$ cat src/rtl/regfile_write_monitor.sv
// Register-file write monitor.
// Every clock it samples the core's register-file write port. It keeps a shadow
// copy of the 32 architectural registers. Each write to a nonzero register
// becomes a sequenced event in a first-word-fall-through FIFO, which the
// scoreboard drains with a valid/ready handshake. Writes to x0 and dropped
// events are counted in saturating counters.
module regfile_write_monitor #(
    parameter int DEPTH = 8,
    parameter int SEQ_W = 16,
    parameter int CNT_W = 8
) (
    input  logic                       i_clk,
    input  logic                       i_rst_n,
    input  logic                       i_rd_wren,
    input  logic [4:0]                 i_rd_addr,
    input  logic [31:0]                i_rd_data,
    output logic [31:0][31:0]          o_shadow_regs,
    output logic                       o_evt_valid,
    input  logic                       i_evt_ready,
    output logic [4:0]                 o_evt_addr,
    output logic [31:0]                o_evt_data,
    output logic [SEQ_W-1:0]           o_evt_seq,
    output logic [$clog2(DEPTH):0]     o_level,
    output logic                       o_overflow,
    output logic [CNT_W-1:0]           o_drop_cnt,
    output logic [CNT_W-1:0]           o_x0_wr_cnt
);

    localparam int PTR_W = $clog2(DEPTH);
    localparam int LVL_W = PTR_W + 1;
    localparam int ENT_W = 5 + 32 + SEQ_W;

    // Saturating increment shared by the x0-write and drop counters.
    function automatic logic [CNT_W-1:0] sat_inc(input logic [CNT_W-1:0] cnt);
        if (cnt == {CNT_W{1'b1}}) begin
            return cnt;
        end
        return cnt + CNT_W'(1);
    endfunction

    // Shadow storage for x1..x31; x0 has no storage.
    logic [31:0]      shadow_q [1:31];

    // Event FIFO storage and control.
    logic [ENT_W-1:0] mem_q [DEPTH];
    logic [PTR_W-1:0] wr_ptr_q;
    logic [PTR_W-1:0] rd_ptr_q;
    logic [PTR_W-1:0] rd_ptr_nxt;
    logic [LVL_W-1:0] level_q;
    logic [LVL_W-1:0] level_nxt;
    logic [LVL_W-1:0] level_after_pop;
    logic [SEQ_W-1:0] seq_q;

    // Registered head of the FIFO.
    logic             head_valid_q;
    logic [ENT_W-1:0] head_q;
    logic [ENT_W-1:0] head_nxt;
    logic             head_valid_nxt;

    logic             overflow_q;
    logic [CNT_W-1:0] drop_cnt_q;
    logic [CNT_W-1:0] x0_cnt_q;

    // Handshake and write qualification.
    logic             obs_x0;
    logic             obs_evt;
    logic             full;
    logic             pop;
    logic             push;
    logic             drop;
    logic [ENT_W-1:0] push_ent;

    assign obs_x0   = i_rd_wren && (i_rd_addr == 5'd0);
    assign obs_evt  = i_rd_wren && (i_rd_addr != 5'd0);
    assign full     = (level_q == LVL_W'(DEPTH));
    assign pop      = head_valid_q && i_evt_ready;
    // A full FIFO can still accept a push when the head leaves in the same cycle.
    assign push     = obs_evt && (!full || pop);
    assign drop     = obs_evt && full && !pop;
    assign push_ent = {i_rd_addr, i_rd_data, seq_q};

    // Next pointer, occupancy and head selection, with bypass when the FIFO is empty.
    always_comb begin
        rd_ptr_nxt      = rd_ptr_q;
        level_nxt       = level_q;
        level_after_pop = level_q;
        if (pop) begin
            rd_ptr_nxt      = rd_ptr_q + PTR_W'(1);
            level_after_pop = level_q - LVL_W'(1);
        end
        if (push && !pop) begin
            level_nxt = level_q + LVL_W'(1);
        end else if (pop && !push) begin
            level_nxt = level_q - LVL_W'(1);
        end
        head_valid_nxt = (level_nxt != '0);
        // The new head is the incoming event when nothing older remains queued.
        if (push && (level_after_pop == '0)) begin
            head_nxt = push_ent;
        end else begin
            head_nxt = mem_q[rd_ptr_nxt];
        end
    end

    // Shadow register file update on every nonzero-destination write.
    always_ff @(posedge i_clk or negedge i_rst_n) begin
        if (!i_rst_n) begin
            for (int i = 1; i < 32; i++) begin
                shadow_q[i] <= '0;
            end
        end else if (obs_evt) begin
            shadow_q[i_rd_addr] <= i_rd_data;
        end
    end

    // FIFO payload storage; only the occupied slots are ever read.
    always_ff @(posedge i_clk) begin
        if (push) begin
            mem_q[wr_ptr_q] <= push_ent;
        end
    end

    // FIFO pointers, occupancy and sequence number.
    always_ff @(posedge i_clk or negedge i_rst_n) begin
        if (!i_rst_n) begin
            wr_ptr_q <= '0;
            rd_ptr_q <= '0;
            level_q  <= '0;
            seq_q    <= '0;
        end else begin
            if (push) begin
                wr_ptr_q <= wr_ptr_q + PTR_W'(1);
            end
            rd_ptr_q <= rd_ptr_nxt;
            level_q  <= level_nxt;
            // A dropped event still consumes a sequence number, which leaves a visible gap.
            if (obs_evt) begin
                seq_q <= seq_q + SEQ_W'(1);
            end
        end
    end

    // Registered head fields; they hold while the consumer stalls.
    always_ff @(posedge i_clk or negedge i_rst_n) begin
        if (!i_rst_n) begin
            head_valid_q <= 1'b0;
            head_q       <= '0;
        end else begin
            head_valid_q <= head_valid_nxt;
            if (head_valid_nxt) begin
                head_q <= head_nxt;
            end
        end
    end

    // Visibility-loss bookkeeping: sticky overflow and saturating counters.
    always_ff @(posedge i_clk or negedge i_rst_n) begin
        if (!i_rst_n) begin
            overflow_q <= 1'b0;
            drop_cnt_q <= '0;
            x0_cnt_q   <= '0;
        end else begin
            if (drop) begin
                overflow_q <= 1'b1;
                drop_cnt_q <= sat_inc(drop_cnt_q);
            end
            if (obs_x0) begin
                x0_cnt_q <= sat_inc(x0_cnt_q);
            end
        end
    end

    // Export the shadow array with entry 0 tied to zero.
    always_comb begin
        o_shadow_regs[0] = '0;
        for (int i = 1; i < 32; i++) begin
            o_shadow_regs[i] = shadow_q[i];
        end
    end

    assign o_evt_valid = head_valid_q;
    assign o_evt_addr  = head_q[ENT_W-1 -: 5];
    assign o_evt_data  = head_q[SEQ_W +: 32];
    assign o_evt_seq   = head_q[SEQ_W-1:0];
    assign o_level     = level_q;
    assign o_overflow  = overflow_q;
    assign o_drop_cnt  = drop_cnt_q;
    assign o_x0_wr_cnt = x0_cnt_q;

endmodule
$ cat config.mk
export PLATFORM = sky130hd
export DESIGN_NAME = regfile_write_monitor
export DESIGN_NICKNAME = d
export VERILOG_FILES = /design/src/rtl/regfile_write_monitor.sv
export SDC_FILE = /design/constraint.sdc
export NUM_CORES = 2
export LEC_CHECK = 0
export CORE_MARGIN = 3
export CORE_UTILIZATION = 25
export DETAILED_ROUTE_END_ITERATION = 16
export GPL_TIMING_DRIVEN = 0
export SLEW_MARGIN = 0
export SYNTH_ARGS = -nofsm -noshare
export SYNTH_HDL_FRONTEND = slang
export SYNTH_SLANG_ARGS = --single-unit
$ cat constraint.sdc
create_clock -name i_clk -period 14.5 [get_ports i_clk]
set_clock_uncertainty 0.2 [all_clocks]
set_input_delay 2.175 -clock i_clk [delete_from_list [all_inputs] [get_ports i_clk]]
set_output_delay 2.175 -clock i_clk [all_outputs]
set_load 0.1 [all_outputs]
==> reports/results.txt <==
Area growth, synth to finish - 36.68%
yosys warns - 0
Worst Setup Start Kind - input pin
area share of the largest cell type after synthesis - 46.46%
Port-buffer cells - 1106
NetSw - 9411 uW
Ports - 1140
clock power share - 23.0%
CP required - 14.95 ns
Crit path largest cell delay - 0.84 ns
vias in the first global route - 40330
Setup WS post-layout - 8.161 ns
Worst slew margin - 7.392%
Antenna Violating Nets Remaining - 0
CP cell instances - clkdlybuf4s50_1, and2_1, clkbuf_1, mux2i_1, inv_1, clkbuf_1, clkbuf_1, a2111oi_0, o41ai_1, o21ai_0, mux2i_1
final non-filler cell total - 8336
synth unique cells - 48
Placement Cell Area - 74330 um^2
Layout Nets - 5089
post-CTS resize count - 0
wire per inst - 28.01 um
CP top delay family - buffers and inverters
TritonCTS clock tree - yes
via count - 38430
combinational power share - 47.6%
initial antenna violation count - 42
CP Capture Type - flop
Power Dens Cells - 240.8 nW/um^2
clock sink total - 1513
H-tree level count - 4
area leader, netlist - dfrtp_1
fin crit share - 43.72%
DRC viols - 0
largest net degree at the start of global routing - 174
setup bufs post-CTS - 0
Async SR Flop Fraction - 71.98%
die height - 490.4 um
Flop pwr share - 29.5%
worst vdd ir - 0.1518 mV
Detail Placement HPWL - 170.0 mm
First-pass DRT Iterations - 6
Final Cell Area - 80170 um^2
Max-Cap Viols - 0
P_leak - 0.03298 uW
die outline area - 240500 um^2
largest fanout on the critical path - 10
Synth Instances - 3707
post-synthesis sequential area ratio - 68.16%
GP Congestion - 0.8059
type of the worst setup path - in2reg
setup TNS - 0 ns
Final Total Pwr - 19300 uW
Placement Setup Slack - 7.393 ns
Achievable Freq - 157.7 MHz
register clock-pin slew on the reported worst setup and hold paths - 0.06 ns
core area - 233000 um^2
initial core utilization - 25.18%
outcome - completed
min Tclk post-route - 6.339 ns
std cell rows - 177
Clk Latency, worst-skew pair - 0.81 ns
commonest non-fill, non-tap cell in the layout - clkdlybuf4s50_1
Max Buffers Root-to-Sink - 3
most frequent cells in the layout - clkdlybuf4s50_1 (1101), dfrtp_1 (1089), mux2_2 (995)
GRT Total Usage - 18.90%
vias per cell - 4.611
global-route wire length before repair - 324.7 mm
Worst path most repeated cell - clkbuf_1
Post-synth EDFFs - 424
RSZ-0062 raised after global routing - false
syn avg cell area - 15.82 um^2
Initial DRC Count - 2914
FF+latch count, synth - 1513
hold crit path type - reg2reg
ys flop type - dfrtp_1
Final Hold Fails - 0
GRT Residual Overflow - 0
internal power - 9892 uW
CTS Hold Buffers Added - 0
Max Slew Vio Count - 0
Worst-Margin Slew - 1.380 ns
Worst path slowest cell - mux2i_1
Worst EP arrival - 6.79 ns
Final setup viols - 0
Die X-Extent - 490.4 um
CTS Buf Count - 168
Sw Ratio - 48.75%
Cells after DPL - 8003
layout cells sized above 1 - 26.38%
Routed WL - 233.5 mm
top post-synthesis cells by area - dfrtp_1 (46%), edfxtp_1 (22%), mux2_2 (19%), a2111oi_0 (3.2%), and3_1 (2.3%)
Post-Synthesis Cell Area - 58660 um^2
Bufs and invs on worst path - 5
Root Buffer - clkbuf_16
==> per-layer routing <==
layer,GRT usage (%),wire length [um],vias to the layer above
li1,-,-,16400
met1,23.14,93530,20150
met2,31.59,113000,1547
met3,5.982,19470,329
met4,5.985,7441,12
met5,0,81,-
==> cell usage after synthesis, types with 2 or more instances <==
library cell	number
nand3b_1	5
buf_4	33
xnor2_1	22
nor3b_1	4
nand2b_1	5
edfxtp_1	424
nand4_1	7
nor2_1	41
inv_1	56
mux2_2	995
xor2_1	11
buf_1	47
o41ai_1	53
clkbuf_1	266
buf_2	2
nand3_1	17
nor2_2	2
and2_1	2
mux2i_1	54
a21oi_1	2
nand2_1	43
ha_1	7
nor3_1	5
buf_6	5
and3_1	219
a2111oi_0	212
buf_12	5
o21ai_0	55
dfrtp_1	1089
==> per-stage QoR <==
stage	hold slack, ns	util (%)
after floorplan	0.2805	-
after global placement	0.2750	31.66
after detailed placement	0.2883	31.90
after CTS	0.3053	34.39
after global routing	0.3100	34.39
final	0.3017	34.41
==> sequential cells by signal (all words and copies together) (netlist names) <==
| register | flops |
|---|---|
| o_shadow_regs | 992 |
| mem_q | 424 |
| head_q | 53 |
| seq_q | 16 |
| o_drop_cnt | 8 |
| o_x0_wr_cnt | 8 |
| o_level | 4 |
| rd_ptr_q | 3 |
| wr_ptr_q | 3 |
| o_evt_valid | 1 |
| o_overflow | 1 |
==> cell type report <==
type                            count  area, um^2
Sequential cell                  1513       39980
Clock buffer                      224        4715
Timing Repair Buffer             1133       11570
Multi-Input combinational cell   1809       17030
Antenna cell                       22       55.05
Buffer                            359        1608
Tap cell                         3132        3919
Clock inverter                     87        1076
Inverter                           57       214.0
Fill cell                       22700      152800
==> logic make-up after synthesis <==
kind of cell	share of synthesized area, %
other cells	0.006393
flops	68.16
fa+ha+maj	0.1493
xor+xnor	0.4927
compound gates	4.637
buf+inv	3.097
simple gates	3.432
mux	20.02
==> path summary, 6_finish.rpt <==
path,depth (start not counted),startpoint,endpoint,slack (ns)
worst max-delay path,11,i_evt_ready,head_q[47],8.16
worst min-delay path,1,o_overflow,o_overflow,0.30
worst max register to register,10,o_evt_valid,head_q[47],9.70
worst min register to register,1,o_overflow,o_overflow,0.30
max in group asynchronous,4,i_rst_n,o_shadow_regs[882],10.28
min in group asynchronous,1,i_rst_n,o_shadow_regs[360],1.07
==> power groups by stage <==
stage                     combinational, uW  clock (uW)  sequential (uW)
final                                  9190        4430             5690
after global routing                   9470        4700             5780
after CTS                              9210        4530             5690
after detailed placement               9180           0             5760
after global placement                 9080           0             5800
after floorplan                        1810           0            10300
(Power assumes the default switching activity.)
